## src/rtl/psum_word_packer.sv

```systemverilog
// psum_word_packer
//
// Packs RATIO = OUT_WIDTH/IN_WIDTH narrow partial-sum words into one wide
// word and pushes it into the downstream width-converting FIFO. At the end
// of a processing pass, a flush pulse pushes any partially filled word with
// its unfilled lanes zero-padded, then reports completion on flush_done.
//
// Ports:
//   clk                 clock; all state updates on the rising edge
//   reset               synchronous, active-high reset
//   in_valid            incoming psum word valid
//   in_data             incoming psum word (IN_WIDTH bits)
//   in_ready            packer can accept in_data this cycle
//   flush               single-cycle pulse: push any partial word, then report
//   fifo_full           downstream FIFO full flag
//   fifo_write_request  write strobe to the downstream FIFO
//   fifo_wr_data        packed word to the downstream FIFO (OUT_WIDTH bits)
//   flush_done          one-cycle pulse: flush completed
//   lane_count          number of lanes currently filled in the pack register
//   busy                high while pushing or while a partial word is held
//
// Lane 0 (the first accepted word) occupies bits [IN_WIDTH-1:0]. Lane k
// occupies bits [(k+1)*IN_WIDTH-1 : k*IN_WIDTH], which matches the reader
// side because it unpacks lane 0 first.

module psum_word_packer #(
  parameter int IN_WIDTH  = 16,
  parameter int OUT_WIDTH = 64,
  parameter int LANE_BITS = $clog2(OUT_WIDTH / IN_WIDTH)
) (
  input  logic                 clk,
  input  logic                 reset,
  input  logic                 in_valid,
  input  logic [IN_WIDTH-1:0]  in_data,
  output logic                 in_ready,
  input  logic                 flush,
  input  logic                 fifo_full,
  output logic                 fifo_write_request,
  output logic [OUT_WIDTH-1:0] fifo_wr_data,
  output logic                 flush_done,
  output logic [LANE_BITS-1:0] lane_count,
  output logic                 busy
);

  localparam int RATIO = OUT_WIDTH / IN_WIDTH;

  typedef enum logic {
    ACCUM = 1'b0,
    PUSH  = 1'b1
  } state_t;

  state_t               state;
  state_t               state_next;
  logic [OUT_WIDTH-1:0] pack_reg;
  logic [OUT_WIDTH-1:0] pack_next;
  logic [LANE_BITS-1:0] lane_next;
  logic                 flush_pending;
  logic                 pend_next;
  logic                 done_next;
  logic                 write_ok;
  logic                 pend_eff;

  // A flush arriving this cycle counts as already pending, so an idle flush
  // completes one cycle later and a flush landing on the write cycle merges
  // into that write's flush_done.
  assign pend_eff     = flush_pending | flush;
  assign fifo_wr_data = pack_reg;
  assign busy         = (state == PUSH) || (lane_count != '0);

  // Next-state and output logic. All next values default to "hold", with
  // the flush request latched, and each state overrides what it changes.
  always_comb begin
    state_next = state;
    pack_next  = pack_reg;
    lane_next  = lane_count;
    pend_next  = pend_eff;
    done_next  = 1'b0;
    in_ready   = 1'b0;
    write_ok   = 1'b0;

    unique case (state)
      ACCUM: begin
        in_ready = 1'b1;
        if (in_valid) begin
          for (int k = 0; k < RATIO; k++) begin
            if (lane_count == LANE_BITS'(k)) begin
              pack_next[k*IN_WIDTH +: IN_WIDTH] = in_data;
            end
          end
          // The lane counter is a power-of-two width, so it wraps to 0 on the
          // word-completing accept by itself.
          lane_next = lane_count + LANE_BITS'(1);
          if (lane_count == LANE_BITS'(RATIO - 1)) begin
            state_next = PUSH;
          end
        end
        // A word-completing accept already heads to PUSH and keeps the flush
        // pending, so it yields exactly one write and no padded extra one.
        if (state_next == ACCUM && pend_eff) begin
          if (lane_next != '0) begin
            state_next = PUSH;
            lane_next  = '0;
          end else begin
            done_next = 1'b1;
            pend_next = 1'b0;
          end
        end
      end

      PUSH: begin
        if (!fifo_full) begin
          write_ok   = 1'b1;
          // Clearing after every write is what zero-pads a flushed partial word.
          pack_next  = '0;
          state_next = ACCUM;
          if (pend_eff) begin
            done_next = 1'b1;
            pend_next = 1'b0;
          end
        end
      end

      default: begin
        state_next = ACCUM;
      end
    endcase
  end

  // A write strobe must never escape while reset is held, whatever the state.
  assign fifo_write_request = write_ok & ~reset;

  // State register. Reset discards any partially packed word.
  always_ff @(posedge clk) begin
    if (reset) begin
      state         <= ACCUM;
      pack_reg      <= '0;
      lane_count    <= '0;
      flush_pending <= 1'b0;
      flush_done    <= 1'b0;
    end else begin
      state         <= state_next;
      pack_reg      <= pack_next;
      lane_count    <= lane_next;
      flush_pending <= pend_next;
      flush_done    <= done_next;
    end
  end

endmodule
```

## config.mk

```make
export PLATFORM = sky130hd
export DESIGN_NAME = psum_word_packer
export DESIGN_NICKNAME = d
export VERILOG_FILES = /design/src/rtl/psum_word_packer.sv
export SDC_FILE = /design/constraint.sdc
export NUM_CORES = 1
export LEC_CHECK = 0
export CELL_PAD_IN_SITES_DETAIL_PLACEMENT = 0
export CELL_PAD_IN_SITES_GLOBAL_PLACEMENT = 1
export CORE_MARGIN = 1.5
export CORE_UTILIZATION = 32
export DETAILED_ROUTE_END_ITERATION = 16
export GPL_ROUTABILITY_DRIVEN = 0
export PLACE_DENSITY_LB_ADDON = 0.12
export SYNTH_ARGS = -nofsm -noshare
export SYNTH_HDL_FRONTEND = slang
export SYNTH_SLANG_ARGS = --single-unit
export TNS_END_PERCENT = 5
```

## constraint.sdc

```tcl
create_clock -name clk -period 1.95 [get_ports clk]
set_input_delay 0.39 -clock clk [delete_from_list [all_inputs] [get_ports clk]]
set_output_delay 0.39 -clock clk [all_outputs]
set_load 0.02 [all_outputs]
```

* Word-level counts from Yosys, hierarchy flattened
Index checks and enable logic that the tools add are counted.
** Storage, ports and cells
- Bits in registers :: 69
- Bits of input ports :: 21
- Logic and storage cells :: 62
** Cells by class
- Add/subtract/negate cells :: 1
- Equal/unequal tests :: 9
- Muxes and demuxes :: 30
- Bitwise gates (word level) :: 5
- Reduce and logical (&&, ||, !) cells :: 9
** Operators by type and width (count)
- two-way mux 64 bit :: 2
- case mux 64 bit (2 select lines) :: 1
- two-way mux 16 bit :: 4
- two-way mux 1 bit :: 16
- != test 2 bit (second input constant) :: 6
- AND reduction 3 bit :: 4
- two-way mux 2 bit :: 4
- case mux 1 bit (2 select lines) :: 3
- equality test 2 bit (second input constant) :: 2
- nonzero test 2 bit :: 2
- inverter 1 bit :: 3
- adder 2 x 1 -> 2 bit (second input constant) :: 1
- equality test 2 x 1 -> 1 bit (second input constant) :: 1
- zero test 2 bit :: 1
- AND 1 bit :: 1
- logical AND 1 bit :: 1
- logical OR 1 bit :: 1
- bitwise OR 1 bit :: 1

* Logic depth before layout (Yosys ltp)
Gate-level depths: netlist of the first run.
- Depth after elaboration :: 8
- Mapped depth :: 7
- Mapped depth without buffers :: 5

* Worst setup path after synthesis of the first run
No wires, ideal clock.
- Path kind :: register to register
- From :: reg lane_count[0]
- To :: reg flush_pending
- Setup time :: 0.133 ns
- Data arrival time :: 1.517 ns
- Data required time :: 1.817 ns
- Setup slack :: 0.300 ns
- Stages on the path, launching flop included :: 6
- Buffers on the path :: 0
- Clock period less this slack :: 1.650 ns
- Path through :: dfxtp_1 > inv_1 > ha_1 > nand2b_1 > o311a_1 > nor3b_1
** On the way
- Cells in the longest elaborated chain, start to end :: 8
** Ends and longest elaborated chain
- from (decl) :: RTL line 41 : output logic [LANE_BITS-1:0] lane_count,
- from (signal assigned) :: RTL line 143 : lane_count <= lane_next;
- parallel branches: the longest is 6 deep, another holds adder 2 x 1 -> 2 bit
- two-way mux 1 bit * :: RTL line 99 : if (state_next == ACCUM && pend_eff) begin
- case mux 1 bit (2 select lines) * :: RTL line 81 : unique case (state)
- to (signal assigned) :: RTL line 144 : flush_pending <= pend_next;
- to (decl) :: RTL line 57 : logic flush_pending;
Every way passes the cells marked *. The select of a mux whose other input is x is not followed.
A chain may end at the register's enable or synchronous reset.

* Final worst setup path of the first run
- From :: in fifo_full
- To :: out fifo_write_request
** On the way
- Cells in the longest elaborated chain, start to end :: 3
** Ends and longest elaborated chain
- from (decl) :: RTL line 37 : input logic fifo_full,
- two-way mux 1 bit :: RTL line 111 : if (!fifo_full) begin
- two-way mux 1 bit :: RTL line 81
- AND 1 bit :: RTL line 130 : assign fifo_write_request = write_ok & ~reset;
- to (decl) :: RTL line 38 : output logic fifo_write_request,
Every way passes these cells.

==> results of run 1 <==
==> where the power goes <==
group          internal, mW  switching [mW]  total, mW
clock                 0.721           0.556       1.28
combinational         0.174           0.228      0.402
sequential             1.45          0.0263       1.47
==> metal layers <==
layer  share of wire (%)  wire length, um  vias to the layer above
met5                   0                0                        -
met4                 1.0               85                        0
met3                 5.1              418                        7
met2                  45             3690                       65
met1                  48             3944                     1236
li1                    -                -                     1295
==> worst max-delay path: stages <==
cell and delay [ns]:
sky130_fd_sc_hd__clkdlybuf4s50_1 0.39, sky130_fd_sc_hd__nand2b_2 0.21, sky130_fd_sc_hd__nor2_1 0.09, sky130_fd_sc_hd__dlygate4sd2_1 0.33
==> cells in the final DEF (no fill, tap or decap), types with 2 or more instances in the layout <==
cell type,instances
sky130_fd_sc_hd__dfxtp_1,68
sky130_fd_sc_hd__clkinv_2,2
sky130_fd_sc_hd__o21ai_0,2
sky130_fd_sc_hd__nand2b_1,2
sky130_fd_sc_hd__buf_4,13
sky130_fd_sc_hd__clkdlybuf4s50_1,87
sky130_fd_sc_hd__clkinv_4,2
sky130_fd_sc_hd__inv_1,4
sky130_fd_sc_hd__a21oi_1,67
sky130_fd_sc_hd__dlygate4sd2_1,2
sky130_fd_sc_hd__nand3_1,64
sky130_fd_sc_hd__nand3b_2,4
sky130_fd_sc_hd__clkbuf_8,9
sky130_fd_sc_hd__buf_12,3
sky130_fd_sc_hd__and3b_1,4
sky130_fd_sc_hd__ha_1,4
sky130_fd_sc_hd__o211ai_1,2
sky130_fd_sc_hd__nor2_1,2
sky130_fd_sc_hd__nand2_1,66
sky130_fd_sc_hd__bufinv_16,2
==> cell families after synthesis <==
family | share of synthesized area (%)
DFF | 51.06
adders and majority gates | 1.850
AOI/OAI and AO/OA | 14.20
buffers and inverters | 6.522
and+or+nand+nor | 26.36
==> worst paths after layout <==
check / from / endpoint / cells past startpoint / slack [ns]
max: fifo_full / fifo_write_request / 4 / 0.15
min: fifo_wr_data[38] / fifo_wr_data[38] / 2 / 0.47
max reg2reg: lane_count[0] / fifo_wr_data[48] / 5 / 0.39
min reg2reg: fifo_wr_data[38] / fifo_wr_data[38] / 2 / 0.47
==> area by class of cell <==
cell class	instances	area (um2)	area share, %
Clock buffer	10	127.6	3.237
Clock inverter	6	87.58	2.222
Timing Repair Buffer	106	1051	26.66
Inverter	4	15.01	0.3808
Sequential cell	69	1383	35.07
Multi-Input combinational cell	226	1147	29.10
Tap cell	105	131.4	3.332
==> metrics by stage <==
step / util (%) / hold WS, ns / setup TNS (ns)
CTS: 47.97 / 0.4712 / 0
detailed placement: 45.38 / 0.4603 / -2.342
floorplan: - / 0.5260 / 0
global placement: 45.38 / 0.4560 / -2.110
finish: 47.98 / 0.4660 / 0
global route: 47.98 / 0.4851 / 0
==> flip-flops by register name, indices dropped and copies added (netlist names) <==
| signal | cells |
|---|---|
| state | 1 |
| fifo_wr_data | 64 |
| lane_count | 2 |
| flush_pending | 1 |
| flush_done | 1 |
==> out/summary.md, run 1 <==
Sequential share of the synthesized area: 51.06%. Finished layout cell area: 3943 um2. Synthesis produced a netlist with a net count of 353.

After legalization and detailed placement, the total HPWL measured 5290 um. The initial antenna violation count is 0. Setup repair after global routing left no endpoint under its margin. The met3 track utilization from global routing came out at 3.301%.

After clock tree synthesis, the clock-pin slew on the worst setup and hold paths is 0.07 ns. After layout, the minimum clock period comes to 1.802 ns. TritonCTS built the clock tree. The tools report the overall power as 3.153 mW. For the initial DRC count, the log shows 96. The worst hold path belongs to the class register to register. Average wire length per cell after detail routing: 15.47 um.

The worst setup path is of the primary input to output pin kind. The final route contains 2603 vias. The commonest cells after synthesis are sky130_fd_sc_hd__dfxtp_1 (69), sky130_fd_sc_hd__a21oi_1 (67), sky130_fd_sc_hd__nand2_1 (66), sky130_fd_sc_hd__nand3_1 (64). The synthesis-to-finish area growth was 45.74%.

Across the VDD grid, the largest voltage drop is 364.9 uV. The number of unique standard cell types used by synthesis was 26. The final layout net count came out at 441. For met2 alone, demand over resource in global routing was 27.26%. The area fraction of the dominant cell type after synthesis came out at 51.06%. Global routing used 25.81% of the available met1 tracks. The run gives 69 as the CTS sink count. The first global-routing pass estimated 12370 um of wire. For the post-route non-filler standard cell count, the log shows 526.

The root cell of the clock tree was sky130_fd_sc_hd__clkbuf_8. In the routed design, unresolved DRC markers number 0. The tool flagged a number of max-cap violations equal to 0. In this run the power density over the cells is 799.8 nW/um2. The worst setup path is captured at an output pin.

The logs give 91 for the number of ports placed on the die boundary and 0 for the antenna cell count. OpenSTA, run right after detailed placement, puts the worst setup slack at -0.1438 ns. At the worst endpoint, the arrival time is 1.41 ns. STA classifies the critical path startpoint as a primary input. The height of the die is 94.94 um. Entering global routing, the biggest net connects 70 pins. The Yosys step of the flow raised 0 warnings.

The highest clock frequency the design can meet came out at 0.5548 GHz. Data on the critical path is required at its endpoint by 1.56 ns. The top flip-flop cell by instance count after synthesis was sky130_fd_sc_hd__dfxtp_1.

The longest clock path from root to sink contains 2 buffers. The overall die width works out to 94.94 um. In the post-synthesis netlist, the cell with the most instances is sky130_fd_sc_hd__dfxtp_1. Ranked by total cell area, the synthesized netlist is headed by sky130_fd_sc_hd__dfxtp_1 (51%), sky130_fd_sc_hd__a21oi_1 (12%), sky130_fd_sc_hd__nand3_1 (12%).

The number of routed nets with antenna violations came out at 0. Synthesis handed over a netlist of 328 instances. In this run, post-CTS hold repair placed 0 buffers.

Clock tree synthesis inserted a total of 9 buffers. The clock tree synthesis step divided the H-tree into 3 levels. The total core area was 8217 um2; the flip-flop and latch count after synthesis was 69. The worst slew slack as a fraction of its limit was 49.71%; the maximum net fanout on the critical path was 2. Dividing the synthesized area by the synthesized cell count gives 8.247 um2. Of the available clock period, the critical path in the final layout requires 92.43%. In this run, synthesis inferred 0 flip-flops with an integrated enable. Number of rows created at floorplan: 33. The number of hold violations in the final report came out at 0. The run gives 1.365 nW as the reported leakage power. After synthesis, the share of flip-flops with an asynchronous set or reset is 0%.

The total of buffers placed on input and output ports is 90, and the count of TritonRoute iterations in the first routing pass is 4. The share of post-route cells with drive strength above 1 came out at 9.264%. For this configuration, the core starts out at a cell density of 32.92%. After global routing the overflow that remains totals 0.

After clock tree synthesis, the repair step resized 2 gates. The clock reaches the later pin of the worst-skew pair after 0.34 ns. For the number of placed cells counting well taps, the log shows 510. The post-layout worst setup margin was 0.1476 ns; the routed via count divided by cell count was 4.949.

The logs give 2336 for the number of global-route vias before repair and 9014 um2 for the total die area. The flow ran to the end, and the final reports show no timing, DRC or antenna violations. The layer flagged by global routing as most heavily used is met2. The run gives 825 as the filler cell count in the final layout. Maximum clock skew at final layout: 0.008599 ns. The tools report the number of endpoints failing setup at the final stage as 0. Of all cell types, the one taking the most synthesized area is sky130_fd_sc_hd__dfxtp_1. The mapped netlist covers 2705 um2.

In the global route stage, overall resource usage came out at 18.32%. The total placed instance area is 3729 um2, and the routed wire length is 8139 um. For the number of buffers added for setup after CTS, the log shows 0. For the pin with the worst max-slew slack, the measured transition is 0.7544 ns.

The number of slew-limit violations in the final report came out at 0.
No activity file was read; power rests on OpenSTA's default activity.
==> run 2, diff against run 1 <==
--- a/config.mk
+++ b/config.mk
@@ -12,6 +12,8 @@
 export DETAILED_ROUTE_END_ITERATION = 16
 export GPL_ROUTABILITY_DRIVEN = 0
 export PLACE_DENSITY_LB_ADDON = 0.12
+export RECOVER_POWER = 100
+export SKIP_LAST_GASP = 1
 export SYNTH_ARGS = -nofsm -noshare
 export SYNTH_HDL_FRONTEND = slang
 export SYNTH_SLANG_ARGS = --single-unit
==> out/summary.md, run 2 (synthesized netlist as in run 1, its figures left out) <==
The kind of start point of the critical path is a register (was a primary input). The highest clock frequency the design can meet is 0.5408 GHz (was 0.5548 GHz), and the maximum clock skew at final layout is 0.008174 ns (was 0.008599 ns). The initial DRC count is 97 (was 96), and the number of endpoints failing setup at the final stage is 0 (unchanged). Number of global-route vias before repair: 2336 (unchanged).

The worst slew slack as a fraction of its limit is 49.35% (was 49.71%). The total core area came out at 8217 um2 (unchanged). The logs give 1.56 ns (about the same) for the required arrival time at the worst endpoint and 0 (unchanged) for the number of buffers added for setup after CTS. Period utilization: 94.83% (was 92.43%).

The flip-flop count of the largest register after layout was 64 (unchanged); the height of the die was 94.94 um (unchanged). Category of the most critical setup path: register to output pin (was primary input to output pin). The number of ports placed on the die boundary came out at 91 (unchanged). The met3 track utilization from global routing is 3.301% (unchanged), and the total via count after detailed routing is 2627 (was 2603). TritonCTS built the clock tree.

The number of hold violations in the final report was 0 (unchanged). The share of post-route cells with drive strength above 1 was 8.789% (was 9.264%); the area used by multi-input combinational logic was 1147 um2 (unchanged). Count of TritonRoute iterations in the first routing pass: 4 (unchanged).

The run finished with clean final reports. For the global-route wire length before repair, the log shows 12370 um (unchanged). Area taken by flip-flops and latches: 1381 um2 (was 1383 um2).

For the deepest clock path buffer count, the log shows 2 (unchanged). The total placed instance area was 3729 um2 (unchanged); the global router's overall resource usage was 18.32% (unchanged). The type of the worst min-delay path was register to register (unchanged).

The remaining design rule violation count came out at 0 (unchanged). Highest-utilization routing layer at the global route stage: met2 (unchanged). Largest net degree at the start of global routing: 70 (unchanged). Most frequent cells in the layout: sky130_fd_sc_hd__dfxtp_1 (69), sky130_fd_sc_hd__a21oi_1 (67), sky130_fd_sc_hd__dlygate4sd3_1 (67), sky130_fd_sc_hd__nand2_1 (66), sky130_fd_sc_hd__nand3_1 (64) (was sky130_fd_sc_hd__clkdlybuf4s50_1 (87), sky130_fd_sc_hd__dfxtp_1 (68), sky130_fd_sc_hd__a21oi_1 (67), sky130_fd_sc_hd__nand2_1 (66), sky130_fd_sc_hd__nand3_1 (64)). The average wire length per cell after detail routing is 15.34 um (was 15.47 um).

The maximum VDD drop is 365.1 uV (was 364.9 uV). Antenna cell count: 0 (unchanged). The number of routed nets with antenna violations is 0 (unchanged), and the post-route worst hold slack is 0.4641 ns (was 0.4660 ns).

The overall die width came out at 94.94 um (unchanged). The run gives 0 ns (unchanged) as the post-route setup TNS. The CTS sink count is 69 (unchanged), and the met1 usage in global routing is 25.81% (unchanged).

Minimum clock period after layout: 1.849 ns (was 1.802 ns). Clock slew seen by the registers of the worst setup and hold paths: 0.07 ns (about the same). The max capacitance violation total was 0 (unchanged). The filler cell count in the final layout was 829 (was 825); the critical path arrival was 1.46 ns (was 1.41 ns). The run gives 0 (unchanged) as the initial antenna violation count. The final standard cell utilization of the core was 47.62% (was 47.98%); the number of slew-limit violations in the final report was 0 (unchanged).

The logs give 441 (unchanged) for the final layout net count and 8067 um (was 8139 um) for the routed wire length. The tools report the number of rows created at floorplan as 33 (unchanged). The number of clock buffers inserted by TritonCTS is 9 (unchanged), and the total of buffers placed on input and output ports is 90 (unchanged).

The overall overflow remaining after global route came out at 0 (unchanged). The run gives 0 (unchanged) as the number of buffers inserted by hold repair at cts. The category of the worst setup path capture point was an output pin (unchanged). The finished layout cell area is 3913 um2 (was 3943 um2), and the maximum net fanout on the critical path is 5 (was 2). The depth of the CTS H-tree was 3 (unchanged). Commonest non-fill, non-tap cell in the layout: sky130_fd_sc_hd__dfxtp_1 (was sky130_fd_sc_hd__clkdlybuf4s50_1). The global-route track usage on met2 was 27.26% (unchanged); the power per unit of standard cell area was 800.1 nW/um2 (was 799.8 nW/um2). The run gives 0.30 ns (was 0.39 ns) as the worst setup slack for register-to-register paths. The initial core utilization is 32.92% (unchanged), and the routed via count divided by cell count is 4.994 (was 4.949). Setup repair after global routing could not meet its margin everywhere.

The tools report the overall power as 3.130 mW (was 3.153 mW). Reported leakage power: 1.572 nW (was 1.365 nW). The root cell of the clock tree is sky130_fd_sc_hd__clkbuf_8 (unchanged). The worst-skew pair later-pin latency is 0.34 ns (about the same), and the slew at the pin with the worst max-slew slack is 0.7597 ns (was 0.7544 ns).

The tools report the total die area as 9014 um2 (unchanged). The synthesis-to-finish area growth is 44.63% (was 45.74%), and the HPWL after detailed placement is 5290 um (unchanged).
run 2: power by group:
group / total (mW) / switching (mW) / leakage, nW / internal, mW
sequential: 1.47 / 0.0246 / 0.559 / 1.45
clock: 1.27 / 0.551 / 0.110 / 0.721
combinational: 0.386 / 0.228 / 0.903 / 0.157
run 2: worst max-delay path, stage by stage, from the launching register on:
cell,delay (ns)
sky130_fd_sc_hd__dfxtp_1,0.33
sky130_fd_sc_hd__buf_4,0.13
sky130_fd_sc_hd__dlygate4sd3_1,0.67
run 2: routing by layer:
layer,wire [um],vias up
met5,0,-
met1,3788,1244
met4,85,0
met2,3666,80
li1,-,1296
met3,526,7
run 2: path summary, 6_finish.rpt:
check	startpoint	end	depth (start not counted)
max	lane_count[1]	lane_count[1]	2
max reg2reg	state	fifo_wr_data[56]	5
min	fifo_wr_data[38]	fifo_wr_data[38]	2
min reg2reg	fifo_wr_data[38]	fifo_wr_data[38]	2
run 2: cell type report:
class                           instances  share of cell area (%)
Tap cell                              105                   3.358
Clock inverter                          6                   2.239
Clock buffer                           10                   3.262
Inverter                                4                  0.3838
Sequential cell                        69                   35.31
Multi-Input combinational cell        226                   29.33
Timing Repair Buffer                  106                   26.13
run 2: per-stage QoR:
stage / instances / worst slack (ns)
6_report: 526 / 0.1009
5_1_grt: 526 / -0.0003069
4_1_cts: 526 / -0.1137
3_3_place_gp: 510 / -0.1614
3_5_place_dp: 510 / -0.1438
2_1_floorplan: 328 / 0.2999
run 2: what timing repair did:
action	CTS	global route
resized for setup	1	1
gates cloned	0	0
endpoints found under the setup margin	2	2
